===== src/rtl/bitwise_accumulator.sv =====
// Reduces a valid/ready burst of words with OR/AND/XOR (optionally inverted) into one registered result.
// Latency: result valid the cycle after the last beat; input stalls (in_ready=0) while a result is pending.
module bitwise_accumulator #(
  parameter int WIDTH   = 8,
  parameter int COUNT_W = 8
) (
  input  logic               clk,
  input  logic               rst_n,
  input  logic [2:0]         op,
  input  logic               in_valid,
  output logic               in_ready,
  input  logic [WIDTH-1:0]   in0,
  input  logic               in_last,
  output logic               out_valid,
  input  logic               out_ready,
  output logic [WIDTH-1:0]   out,
  output logic [COUNT_W-1:0] out_count
);

  typedef enum logic [1:0] {IDLE, ACCUM, RESULT} state_t;

  state_t             state;
  logic [WIDTH-1:0]   acc;
  logic [COUNT_W-1:0] cnt;
  logic [2:0]         op_q;

  logic               accept;
  logic               first;
  logic [2:0]         cur_op;
  logic               invert;
  logic [WIDTH-1:0]   next_acc;
  logic [COUNT_W-1:0] next_cnt;
  logic [WIDTH-1:0]   result;

  // The first beat uses the live op code; later beats only see the latched copy.
  always_comb begin
    in_ready = (state != RESULT);
    accept   = in_valid && in_ready;
    first    = (state == IDLE);
    cur_op   = first ? op : op_q;
    case (cur_op)
      3'd2, 3'd3: next_acc = acc & in0;
      3'd4, 3'd5: next_acc = acc ^ in0;
      default:    next_acc = acc | in0;
    endcase
    if (first) next_acc = in0;
    invert   = (cur_op == 3'd1) || (cur_op == 3'd3) || (cur_op == 3'd5);
    next_cnt = first ? COUNT_W'(1) : ((&cnt) ? cnt : cnt + COUNT_W'(1));
    result   = invert ? ~next_acc : next_acc;
  end

  always_ff @(posedge clk or negedge rst_n) begin
    if (!rst_n) begin
      state     <= IDLE;
      acc       <= '0;
      cnt       <= '0;
      op_q      <= '0;
      out_valid <= 1'b0;
      out       <= '0;
      out_count <= '0;
    end else begin
      case (state)
        IDLE, ACCUM: begin
          if (accept) begin
            acc <= next_acc;
            cnt <= next_cnt;
            if (first) op_q <= op;
            if (in_last) begin
              state     <= RESULT;
              out_valid <= 1'b1;
              out       <= result;
              out_count <= next_cnt;
            end else begin
              state <= ACCUM;
            end
          end
        end
        RESULT: begin
          // Outputs read zero whenever no result is being offered.
          if (out_ready) begin
            state     <= IDLE;
            out_valid <= 1'b0;
            out       <= '0;
            out_count <= '0;
          end
        end
        default: state <= IDLE;
      endcase
    end
  end

endmodule


===== config.mk =====
export PLATFORM = sky130hd
export DESIGN_NAME = bitwise_accumulator
export DESIGN_NICKNAME = d
export VERILOG_FILES = /design/src/rtl/bitwise_accumulator.sv
export SDC_FILE = /design/constraint.sdc
export NUM_CORES = 1
export LEC_CHECK = 0
export CAP_MARGIN = 20
export CORE_AREA = 3 3 68 76
export CTS_CLUSTER_DIAMETER = 100
export DETAILED_ROUTE_END_ITERATION = 6
export DIE_AREA = 0 0 71 79
export PLACE_DENSITY = 0.72
export SETUP_SLACK_MARGIN = 0.2
export SYNTH_ARGS = -nofsm -noshare
export SYNTH_HDL_FRONTEND = slang
export SYNTH_SLANG_ARGS = --single-unit

===== constraint.sdc =====
create_clock -name clk -period 3.99 [get_ports clk]
set_clock_uncertainty 0.15 [all_clocks]
set_input_delay 0.5985 -clock clk [delete_from_list [all_inputs] [get_ports clk]]
set_output_delay 0.5985 -clock clk [all_outputs]
set_load 0.02 [all_outputs]

# Word level (Yosys, flattened, before mapping)

Cells that the tools add are included.

Flip-flop bits (word level): 38
Output and inout bits: 18
Word-level logic and storage cells: 56

Add/sub/neg operators: 1
Equality and inequality tests: 11
Mux-type cells: 21
Bitwise operators: 4
Reductions and logical operators: 12

Operators by type and width:

| kind                                          | count |
|---|---|
| 2-to-1 mux 8 bit                              | 9 |
| case mux 8 bit (2 select lines)               | 3 |
| adder 8 x 1 -> 8 bit, second input constant   | 1 |
| bitwise AND 8 bit                             | 1 |
| inequality test 2 bit, second input constant  | 4 |
| inverter 8 bit                                | 1 |
| OR 8 bit                                      | 1 |
| AND reduction 8 bit                           | 1 |
| XOR 8 bit                                     | 1 |
| == test 3 x 2 -> 1 bit, second input constant | 2 |
| == test 3 bit, second input constant          | 2 |
| 2-to-1 mux 2 bit                              | 3 |
| OR reduction 2 bit                            | 3 |
| case mux 2 bit (2 select lines)               | 1 |
| AND reduction 2 bit                           | 2 |
| AND reduction 4 bit                           | 1 |
| == test 3 x 1 -> 1 bit, second input constant | 1 |
| 2-to-1 mux 1 bit                              | 3 |
| 2-to-1 mux 3 bit                              | 1 |
| == test 2 x 1 -> 1 bit, second input constant | 1 |
| == test 2 bit, second input constant          | 1 |
| zero test 2 bit                               | 1 |
| logical OR 1 bit                              | 2 |
| case mux 1 bit (2 select lines)               | 1 |
| 2 further kinds                               | 2 |

# Longest topological paths before layout

Depth in word-level cells: 11
Mapped depth: 8
Depth with buffers taken out: 7

# Least setup slack after synthesis

Ideal clock, no wire load.

Path type: input port to flip-flop
Start point: input port in_valid
End point: register out_count[6]
Library setup time: 0.096 ns
Data arrival time: 1.690 ns
Required time: 3.744 ns
Setup slack: 2.055 ns
Stages on the path: 6
Path buffers: 1
Path through: nor2b_1 -> and2_0 -> a31oi_2 -> buf_2 -> nand2_1 -> o31ai_1

Longest elaborated chain between the ends: 3

Ends and longest elaborated chain:

| element                                | line | text |
|---|---|---|
| from (decl)                            | 10   | `input logic in_valid,` |
| logical AND 1 bit                      | 38   | `accept = in_valid && in_ready;` |
| inequality test 2 bit (no source line) | --   |  |
| AND reduction 4 bit (no source line)   | --   |  |
| to (signal assigned)                   | 72   | `out_count <= next_cnt;` |
| to (decl)                              | 17   | `output logic [COUNT_W-1:0] out_count` |

Every way passes these cells.
A chain may end at the register's enable or synchronous reset.

# Worst setup path in the final report

Start point: input port in_valid
End point: register out[1]

Longest elaborated chain between the ends: 3

Ends and longest elaborated chain:

| element                                | line | text |
|---|---|---|
| logical AND 1 bit                      | 38   |  |
| inequality test 2 bit (no source line) | --   |  |
| AND reduction 4 bit (no source line)   | --   |  |
| to (signal assigned)                   | 71   | `out <= result;` |
| to (decl)                              | 16   | `output logic [WIDTH-1:0] out,` |

Every way passes these cells.

==> impl_metrics.py <==
metrics = {
    "synthesis": {
        "postSynthAreaPerCell_um2": 9.122,
        "synthDistinctLibCells": 39,
        "synth_fp_nets": 284,
        "synth_edf_count": 0,
        "synth_cells": 251,
        "synth.cell_area_mm2": 0.002290,
        "ys_ff_latch": 38,
        "ys.flop_type": "dfrtp_1",
        "async_flop_share_pct": 100.0,
        "synth_seq_area_share_pct": 41.53,
        "yosysWarnings": 0,
    },
    "placed_design": {
        "pre_cts_ws_ps": 1225,
        "placed_area_mm2": 0.002618,
        "gp_congestion": 0.8743,
        "dpl.hpwl_um": 3418,
        "placement.io_buffers": 33,
    },
    "power_and_ir_drop": {
        "power.density_mw_per_mm2": 561.5,
        "peakVddDrop_mv": 0.2950,
        "p_int_mw": 0.9660,
        "p_switching_mw": 0.5648,
        "seqPwrFrac_pct": 39.9,
        "total_leakage_power_nw": 1.257,
        "clock_power_share_pct": 21.0,
        "power_frac_comb_pct": 39.1,
        "swShare_pct": 36.90,
    },
    "die": {
        "die_y_um": 79,
        "die_area_mm2": 0.005609,
        "core_mm2": 0.004379,
        "start_util_pct": 52.29,
        "num_io_pins": 34,
        "die_w_um": 71,
        "rows": 25,
    },
    "clock_network": {
        "clock_path_buffers": 2,
        "cts_tree": "yes",
        "cts_buffers": 5,
        "cts_resized": 0,
        "cts_sinks": 38,
        "clk_latency_ps": 290,
        "post-cts-setup-buffer-count": 0,
        "path_clk_slew_ps": 80,
        "cts-root-buf": "clkbuf_8",
        "cts.hold.buffers_added": 0,
        "htree_levels": 2,
    },
    "min_path": {
        "hold_class": "input pin to asynchronous set/reset pin",
    },
    "drt": {
        "wl_per_cell_um": 13.79,
        "via_per_inst": 5.457,
        "route.detailed.drc": 0,
        "final_antenna_net_count": 0,
        "drt_pass1_iterations": 4,
        "drt-initial-drc-count": 109,
        "num_vias": 1828,
        "routed_wl_um": 4620,
    },
    "setup_path": {
        "end_kind": "register",
        "arrival_ps": 2500,
        "worst-setup-path-type": "input pin to register",
        "worstReg2RegEnd": "out_count[0]$_DFFE_PN0P_",
        "rr_worst_depth": 6,
        "reg2reg_from": "cnt[0]$_DFFE_PN0P_",
        "cp.required_ps": 4030,
        "startpoint": "in_valid",
        "critPathMaxFanout": 17,
        "worstSetupStartpointType": "input pin",
        "r2r_slack_ps": 1840,
    },
    "sta": {
        "fin_crit_sh_pct": 61.74,
        "final.setup.worst_slack_ps": 1527,
        "min_period_ps": 2463,
        "hold_violations": 0,
        "finalSetupViolations": 0,
        "setup-tns-final_ps": 0,
        "finalMaxSlewViolations": 0,
        "fmax_mhz": 406.0,
        "rsz0062_at_grt": "no",
        "max_slew_margin_pct": 43.80,
        "worst_pin_slew_ps": 840.3,
    },
    "layout": {
        "diodes": 0,
        "fin_nets": 313,
        "drive_gt1_share_pct": 7.829,
        "area_growth_pct": 19.07,
        "post-route-cell-area_mm2": 0.002726,
    },
    "global_routing": {
        "overflow": 0,
        "grt_pass1_wl_um": 8121,
        "track_usage_pct": 17.99,
        "grt_max_degree": 39,
        "grt_pass1_vias": 1821,
        "antenna_found_initial": 0,
    },
    "outcome": {
        "status": "finished clean",
    },
    "job": {
        "drv_cap": 0,
    },
}
-- registers in the layout, indices dropped and copies added, names as in the netlist --
name,cells
out_valid,1
out_count,8
state,2
op_q,3
acc,8
out,8
cnt,8
-- final cells by class --
cell class,count,area (um2)
Fill cell,395,1653
Tap cell,54,67.56
Clock inverter,3,40.04
Multi-Input combinational cell,180,1187
Sequential cell,38,950.9
Clock buffer,5,68.82
Inverter,21,78.83
Timing Repair Buffer,34,332.8
-- cell families (layout without fill, tap and decap cells) --
| family | Yosys count | in the layout | share of synthesized area (%) |
|---|---|---|---|
| AO/OA/AOI/OAI | 64 | 64 | 19.23 |
| XOR/XNOR | 4 | 4 | 1.530 |
| adder cells (fa/ha/maj) | 17 | 17 | 9.289 |
| buffers and inverters | 33 | 63 | 6.612 |
| flip-flops | 38 | 38 | 41.53 |
| multiplexers | 14 | 14 | 6.503 |
| AND/OR/NAND/NOR | 81 | 81 | 15.30 |
-- worst max-delay path: stages --
cell and delay, ps:
clkdlybuf4s50_1 450, nor2b_1 200, and2_0 270, a31oi_2 710, a22oi_2 170, o31ai_1 100
-- power groups by stage --
stage | logic [mW] | registers (mW) | clock network [mW]
after floorplan | 0.368 | 0.639 | 0
after global placement | 0.587 | 0.618 | 0
after detailed placement | 0.601 | 0.619 | 0
after CTS | 0.605 | 0.612 | 0.329
after global routing | 0.670 | 0.631 | 0.349
final | 0.599 | 0.611 | 0.321
-- metrics by stage --
stage,hold WS [ps],cells,util (%),power [mW]
after global placement,303.7,327,59.77,1.205
after floorplan,152.9,251,-,1.007
after CTS,281.6,335,62.26,1.546
after detailed placement,304.2,327,59.77,1.220
final,253.2,335,62.26,1.531
after global routing,315.4,335,62.26,1.650
-- worst max-delay path by stage --
stage / endpoint / slack (ps) / cells past startpoint
final: out[1]$_DFFE_PN0P_ / 1530 / 6
after global placement: out[2]$_DFFE_PN0P_ / 1260 / 6
after global routing: out[1]$_DFFE_PN0P_ / 1360 / 6
after detailed placement: out[0]$_DFFE_PN0P_ / 1230 / 6
after floorplan: out_count[6]$_DFFE_PN0P_ / 2050 / 6
after CTS: out[1]$_DFFE_PN0P_ / 1520 / 6
-- metal layers --
metal	part of all wire, %	global-route usage [%]
met3	3.5	3.165
met5	0	0
met1	48	23.13
met2	48	30.06
met4	0.48	6.955
-- cells in the final DEF (no fill, tap or decap), types with 5 or more instances in the layout --
cell and n:
ha_1 17, dfrtp_1 38, o21ai_0 22, inv_1 21, clkdlybuf4s50_1 32, clkbuf_8 5
a21oi_1 8, o31ai_1 7, nor2_1 13, nand2_1 48, nand3_1 6, mux2i_1 10
-- Yosys cell counts, types with 2 or more instances --
cell type	n	share of area [%]
nand2_1	48	7.9
dfrtp_1	38	42
o21ai_0	22	4.8
inv_1	21	3.4
ha_1	17	9.3
nor2_1	13	2.1
mux2i_1	10	4.4
a21oi_1	8	1.7
o31ai_1	7	2.3
nand3_1	6	1.3
a22o_1	4	1.5
buf_2	4	0.87
clkbuf_1	4	0.66
o22ai_1	4	1.1
xor2_1	4	1.5
a22oi_2	3	1.6
buf_6	3	1.5
mux2_2	3	1.5
nand2b_1	3	0.82
nand4_1	3	0.82
nor2b_1	3	0.82
o221a_2	3	1.5
a211oi_1	2	0.66
a21boi_0	2	0.66
a21o_1	2	0.66
Note: power is estimated with default switching activity, not from simulation.
==> variant 1: new RTL, config.mk and constraints unchanged <==
Set the parameter `WIDTH` to 7 (it was 8).
--- a/src/rtl/bitwise_accumulator.sv
+++ b/src/rtl/bitwise_accumulator.sv
@@ -1,7 +1,7 @@
 // Reduces a valid/ready burst of words with OR/AND/XOR (optionally inverted) into one registered result.
 // Latency: result valid the cycle after the last beat; input stalls (in_ready=0) while a result is pending.
 module bitwise_accumulator #(
-  parameter int WIDTH   = 8,
+  parameter int WIDTH   = 7,
   parameter int COUNT_W = 8
 ) (
   input  logic               clk,
Ports: changed (resized in0 and out); port bits go from 34 to 32. No check against the original RTL was run, so the function may have changed too.
==> variant 1 against the unedited design <==
Clock power grew 10%; design area is 5.3% lower; power is 6.7% lower; sequential cell count shrank 2; area after synthesis decreased by 7.7%; critical path depth fell by 3; setup slack worse by 0.064 ns; wire length is 3.9% lower; largest power group unchanged.
==> variant 1: results (changes against the unedited design) <==
Outcome = finished clean
DP HPWL = 3230 um (-5.5%)
Distinct cell type count after synthesis = 42 (+7.7%)
H-tree levels = 2 (unchanged)
Area share of the leading cell type in the synthesized netlist = 42.6% (+1.1 points)
Worst r2r path cells = 6 (unchanged)
Final #Nets = 290 (-7.3%)
Hold slack = 0.321 ns (+0.0674 ns)
GRT Overall Usage = 17.1% (-0.87 points)
Synth top cells by count = dfrtp_1, nand2_1, nor2_1
CTS buffer count = 5 (unchanged)
First-pass GRT wire length = 7650 um (-5.8%)
R2r startpoint = cnt[0]
Clock root buffer = clkbuf_8
Placed cells = 307 (-6.1%)
Non-Filler Instances = 315 (-6.0%)
DR vias/cell = 5.50 (+0.88%)
Antenna diodes = 0 (unchanged)
Initial antenna violation count = 0 (unchanged)
Ranking of synthesized cells by area = dfrtp_1, ha_1, nand2_1, o21ai_0, mux2i_1
Crit path max fanout = 9 (-8)
Dpl cell area = 2450 um^2 (-6.2%)
Setup Fix Bufs, Post-CTS = 0 (unchanged)
Placer Congestion = 0.809 (-7.5%)
Clock Path Buffers = 2 (unchanged)
Port Buf Inserts = 31 (-6.1%)
Ys flop type = dfrtp_1
Post-CTS sizing = 0 (unchanged)
Worst-skew pair later-pin latency = 0.28 ns
Setup crit start = state[0]
Endpoint, Worst Hold = out_count[0]
Largest net degree at the start of global routing = 37 (-5.1%)
Ys Warns = 0 (unchanged)
Drt initial violations = 73 (-33%)
Reg-to-reg endpoint = out_count[0]
Leakage = 1.16 nW (-7.5%)
Ys async rst share = 100% (unchanged)
Total Routed Length = 4440 um (-3.9%)
DRT Pass-1 Iters = 4 (unchanged)
Mean Syn Cell Area = 9.19 um^2 (+0.78%)
Post-Syn Nets = 260 (-8.5%)
Share of cells above drive strength 1 = 8.05% (+0.22 points)
Fill count = 415 (+5.1%)
Data arrival time of the critical path = 1.78 ns (-0.72 ns)
Peak supply drop = 327 uV (+11%)
Sequential share of the synthesized area = 42.6% (+1.1 points)
Clock-pin slew on the worst setup and hold paths = 0.07 ns
Hold wc startpoint = out_count[0]
Reg-to-reg setup timing slack = 1.86 ns (+0.02 ns)
Top flop regs = cnt: 8 flops, out_count: 8 flops
Hold path depth = 2
Vias in the first global route = 1,672 (-8.2%)
DRC = 0 (unchanged)
Slew @ Worst Pin = 0.884 ns (+0.0437 ns)
Place WS = 1.34 ns (+0.111 ns)
Worst Hold Class = register to register
variant 1: area by class of cell:
cell class | instances | area, um^2 | share of cell area (%)
clock buffers | 7 | 96.3 | 3.73
clock inverters | 1 | 30.0 | 1.16
inverters | 20 | 75.1 | 2.91
multi-input cells | 165 | 1090 | 42.4
flip-flops and latches | 36 | 901 | 34.9
well taps | 54 | 67.6 | 2.62
repair buffers | 32 | 318 | 12.3
variant 1: cell families (layout without fill, tap and decap cells):
| group | count (synthesis) | after routing | synth area share [%] |
|---|---|---|---|
| compound gates | 63 | 63 | 20.7 |
| flops | 36 | 36 | 42.6 |
| simple gates | 72 | 72 | 15.1 |
| buf+inv | 29 | 60 | 5.68 |
| xor+xnor | 4 | 4 | 1.66 |
| fa+ha+maj | 15 | 15 | 8.88 |
| mux | 11 | 11 | 5.38 |
variant 1: report_power, final:
part           leakage, nW  internal [mW]  switching [mW]  total, mW
registers            0.463          0.460           0.101      0.561
clock network       0.0645          0.221           0.132      0.353
logic                0.635          0.249           0.264      0.513
variant 1: critical path: stages (launching register included):
cell and delay, ns:
dfrtp_1 0.53, inv_1 0.22, nand2_1 0.13, clkdlybuf4s50_1 0.61
variant 1: layer usage:
metal / up-vias / track usage (%) / part of all wire, %
met5: - / 0 / 0
met4: 0 / 5.45 / 1.2
met3: 5 / 4.18 / 4.8
met2: 39 / 27.1 / 46
met1: 830 / 23.1 / 48
li1: 860 / - / -
variant 1: worst max path at each step:
stage | slack, ns | depth (start not counted) | to
floorplan | 2.09 | 7 | out[6]
global placement | 1.39 | 4 | op_q[2]
detailed placement | 1.34 | 4 | op_q[1]
CTS | 1.46 | 3 | in_ready
global route | 1.33 | 3 | in_ready
finish | 1.46 | 3 | in_ready
==> variant 2: new RTL, config.mk and constraints unchanged <==
Without the edit above. The 3 states of `state_t` get a one-hot encoding in 3 bits.
--- a/src/rtl/bitwise_accumulator.sv
+++ b/src/rtl/bitwise_accumulator.sv
@@ -17,7 +17,7 @@
   output logic [COUNT_W-1:0] out_count
 );
 
-  typedef enum logic [1:0] {IDLE, ACCUM, RESULT} state_t;
+  typedef enum logic [2:0] {IDLE = 3'b001, ACCUM = 3'b010, RESULT = 3'b100} state_t;
 
   state_t             state;
   logic [WIDTH-1:0]   acc;
Behaviour: no difference found for any inputs over 4 cycles, from zero or initial values and one cycle with rst_n low; so few cycles prove little.
==> variant 2 against the unedited design <==
Setup slack gained 0.031 ns; sequential share of layout area shrank 2.9 points; sequential cell count grew 1; non-clock buffer count is the same; global-route usage grew 4.8 points; design area grew 12%; maximum frequency grew 1.3%; wire length grew 24%; via count grew 17%; power grew 35%; area after synthesis grew 15%; synthesized cell count grew 12%; largest cell class unchanged.
==> variant 2: results (changes against the unedited design) <==
WL per Instance = 15.9 um (+15%)
Clock root buffer = clkbuf_8
Non-Filler Instances = 360 (+7.5%)
Largest net degree at the start of global routing = 40 (+2.6%)
Xor-xnor portion of the synthesized cell area = 4.26% (+2.7 points)
Compound-cell area share of the yosys netlist = 17.5% (-1.7 points)
Fill count = 370 (-6.3%)
Distinct cell type count after synthesis = 55 (+41%)
Final #Nets = 338 (+8.0%)
Setup crit start = state[0]
Adder-cell share of the synthesized area = 8.05% (-1.2 points)
Worst Hold Class = primary input to async pin
First-pass GRT wire length = 10,200 um (+26%)
Placer Congestion = 0.834 (-4.7%)
Peak supply drop = 393 uV (+33%)
Drt initial violations = 169 (+55%)
Worst r2r path cells = 4 (-2)
Ranking of synthesized cells by area = dfrtp_1, ha_1, xnor2_1, nand3b_1, nand2_1
Vias in the first global route = 2,125 (+17%)
Mux contribution to synthesized area = 4.36% (-2.1 points)
Mapped Cells = 280 (+12%)
Sequential share of the synthesized area = 37.0% (-4.6 points)
Post-CTS sizing = 0 (unchanged)
Crit path max fanout = 7 (-10)
DP HPWL = 4080 um (+19%)
DRT Pass-1 Iters = 5 (+1)
R2r startpoint = op_q[1]
Synth top cells by count = dfrtp_1, nand2_1, ha_1
GRT Overall Usage = 22.8% (+4.8 points)
Slew @ Worst Pin = 0.981 ns (+0.141 ns)
DR vias/cell = 5.93 (+8.6%)
Leakage = 1.33 nW (+5.5%)
Data arrival time of the critical path = 1.68 ns (-0.82 ns)
Synth-to-Final Area Change = 15.5%
Share of cells above drive strength 1 = 10.5% (+2.6 points)
Outcome = finished clean
Post-Syn Nets = 313 (+10%)
Placed cells = 352 (+7.6%)
Port Buf Inserts = 33 (unchanged)
variant 2: critical path, stage by stage, from the launching register on:
cell,delay (ns)
dfstp_2,0.60
nor2_1,0.09
nand2_1,0.11
clkdlybuf4s50_1,0.60
variant 2: report_power, final:
group / switching [mW] / internal, mW
Combinational: 0.535 / 0.461
Clock: 0.149 / 0.186
Sequential: 0.187 / 0.541
variant 2: metrics by stage:
step | area [um^2] | setup WS (ns) | hold WS [ns]
detailed placement | 2940 | 1.34 | 0.321
global placement | 2940 | 1.40 | 0.313
CTS | 3050 | 1.55 | 0.306
finish | 3050 | 1.56 | 0.274
global route | 3050 | 1.50 | 0.331
floorplan | 2640 | 2.23 | 0.153
variant 2: layout make-up:
cell class	count	area [um^2]	share of cell area [%]
timing repair buffer	34	333	10.9
clock buffer	5	68.8	2.26
clock inverter	3	43.8	1.44
multi-input combinational	209	1500	49.2
sequential	39	977	32.0
inverter	16	60.1	1.97
tap	54	67.6	2.21
variant 2: cell families (layout without fill, tap and decap cells):
family	Yosys count	after routing
muxes	11	11
DFF	39	39
buffers and inverters	32	58
AOI/OAI and AO/OA	65	65
adders and majority gates	17	17
xor gates and xnor gates	12	12
and+or+nand+nor	104	104
variant 2: worst paths after layout:
| check | end | slack (ns) |
|---|---|---|
| worst max-delay path | in_ready | 1.56 |
| worst min-delay path | cnt[4] | 0.27 |
| worst max register to register | out[2] | 1.83 |
| worst min register to register | out_valid | 0.34 |
| max in group asynchronous | out_count[6] | 2.85 |
| min in group clk | out_valid | 0.34 |
variant 2: routing by layer:
metal	share of wire, %	GRT usage [%]	up-vias
li1	-	-	1040
met1	46	30.7	1019
met2	47	37.8	64
met3	5.5	3.29	10
met4	1.9	6.95	0
met5	0	0	-
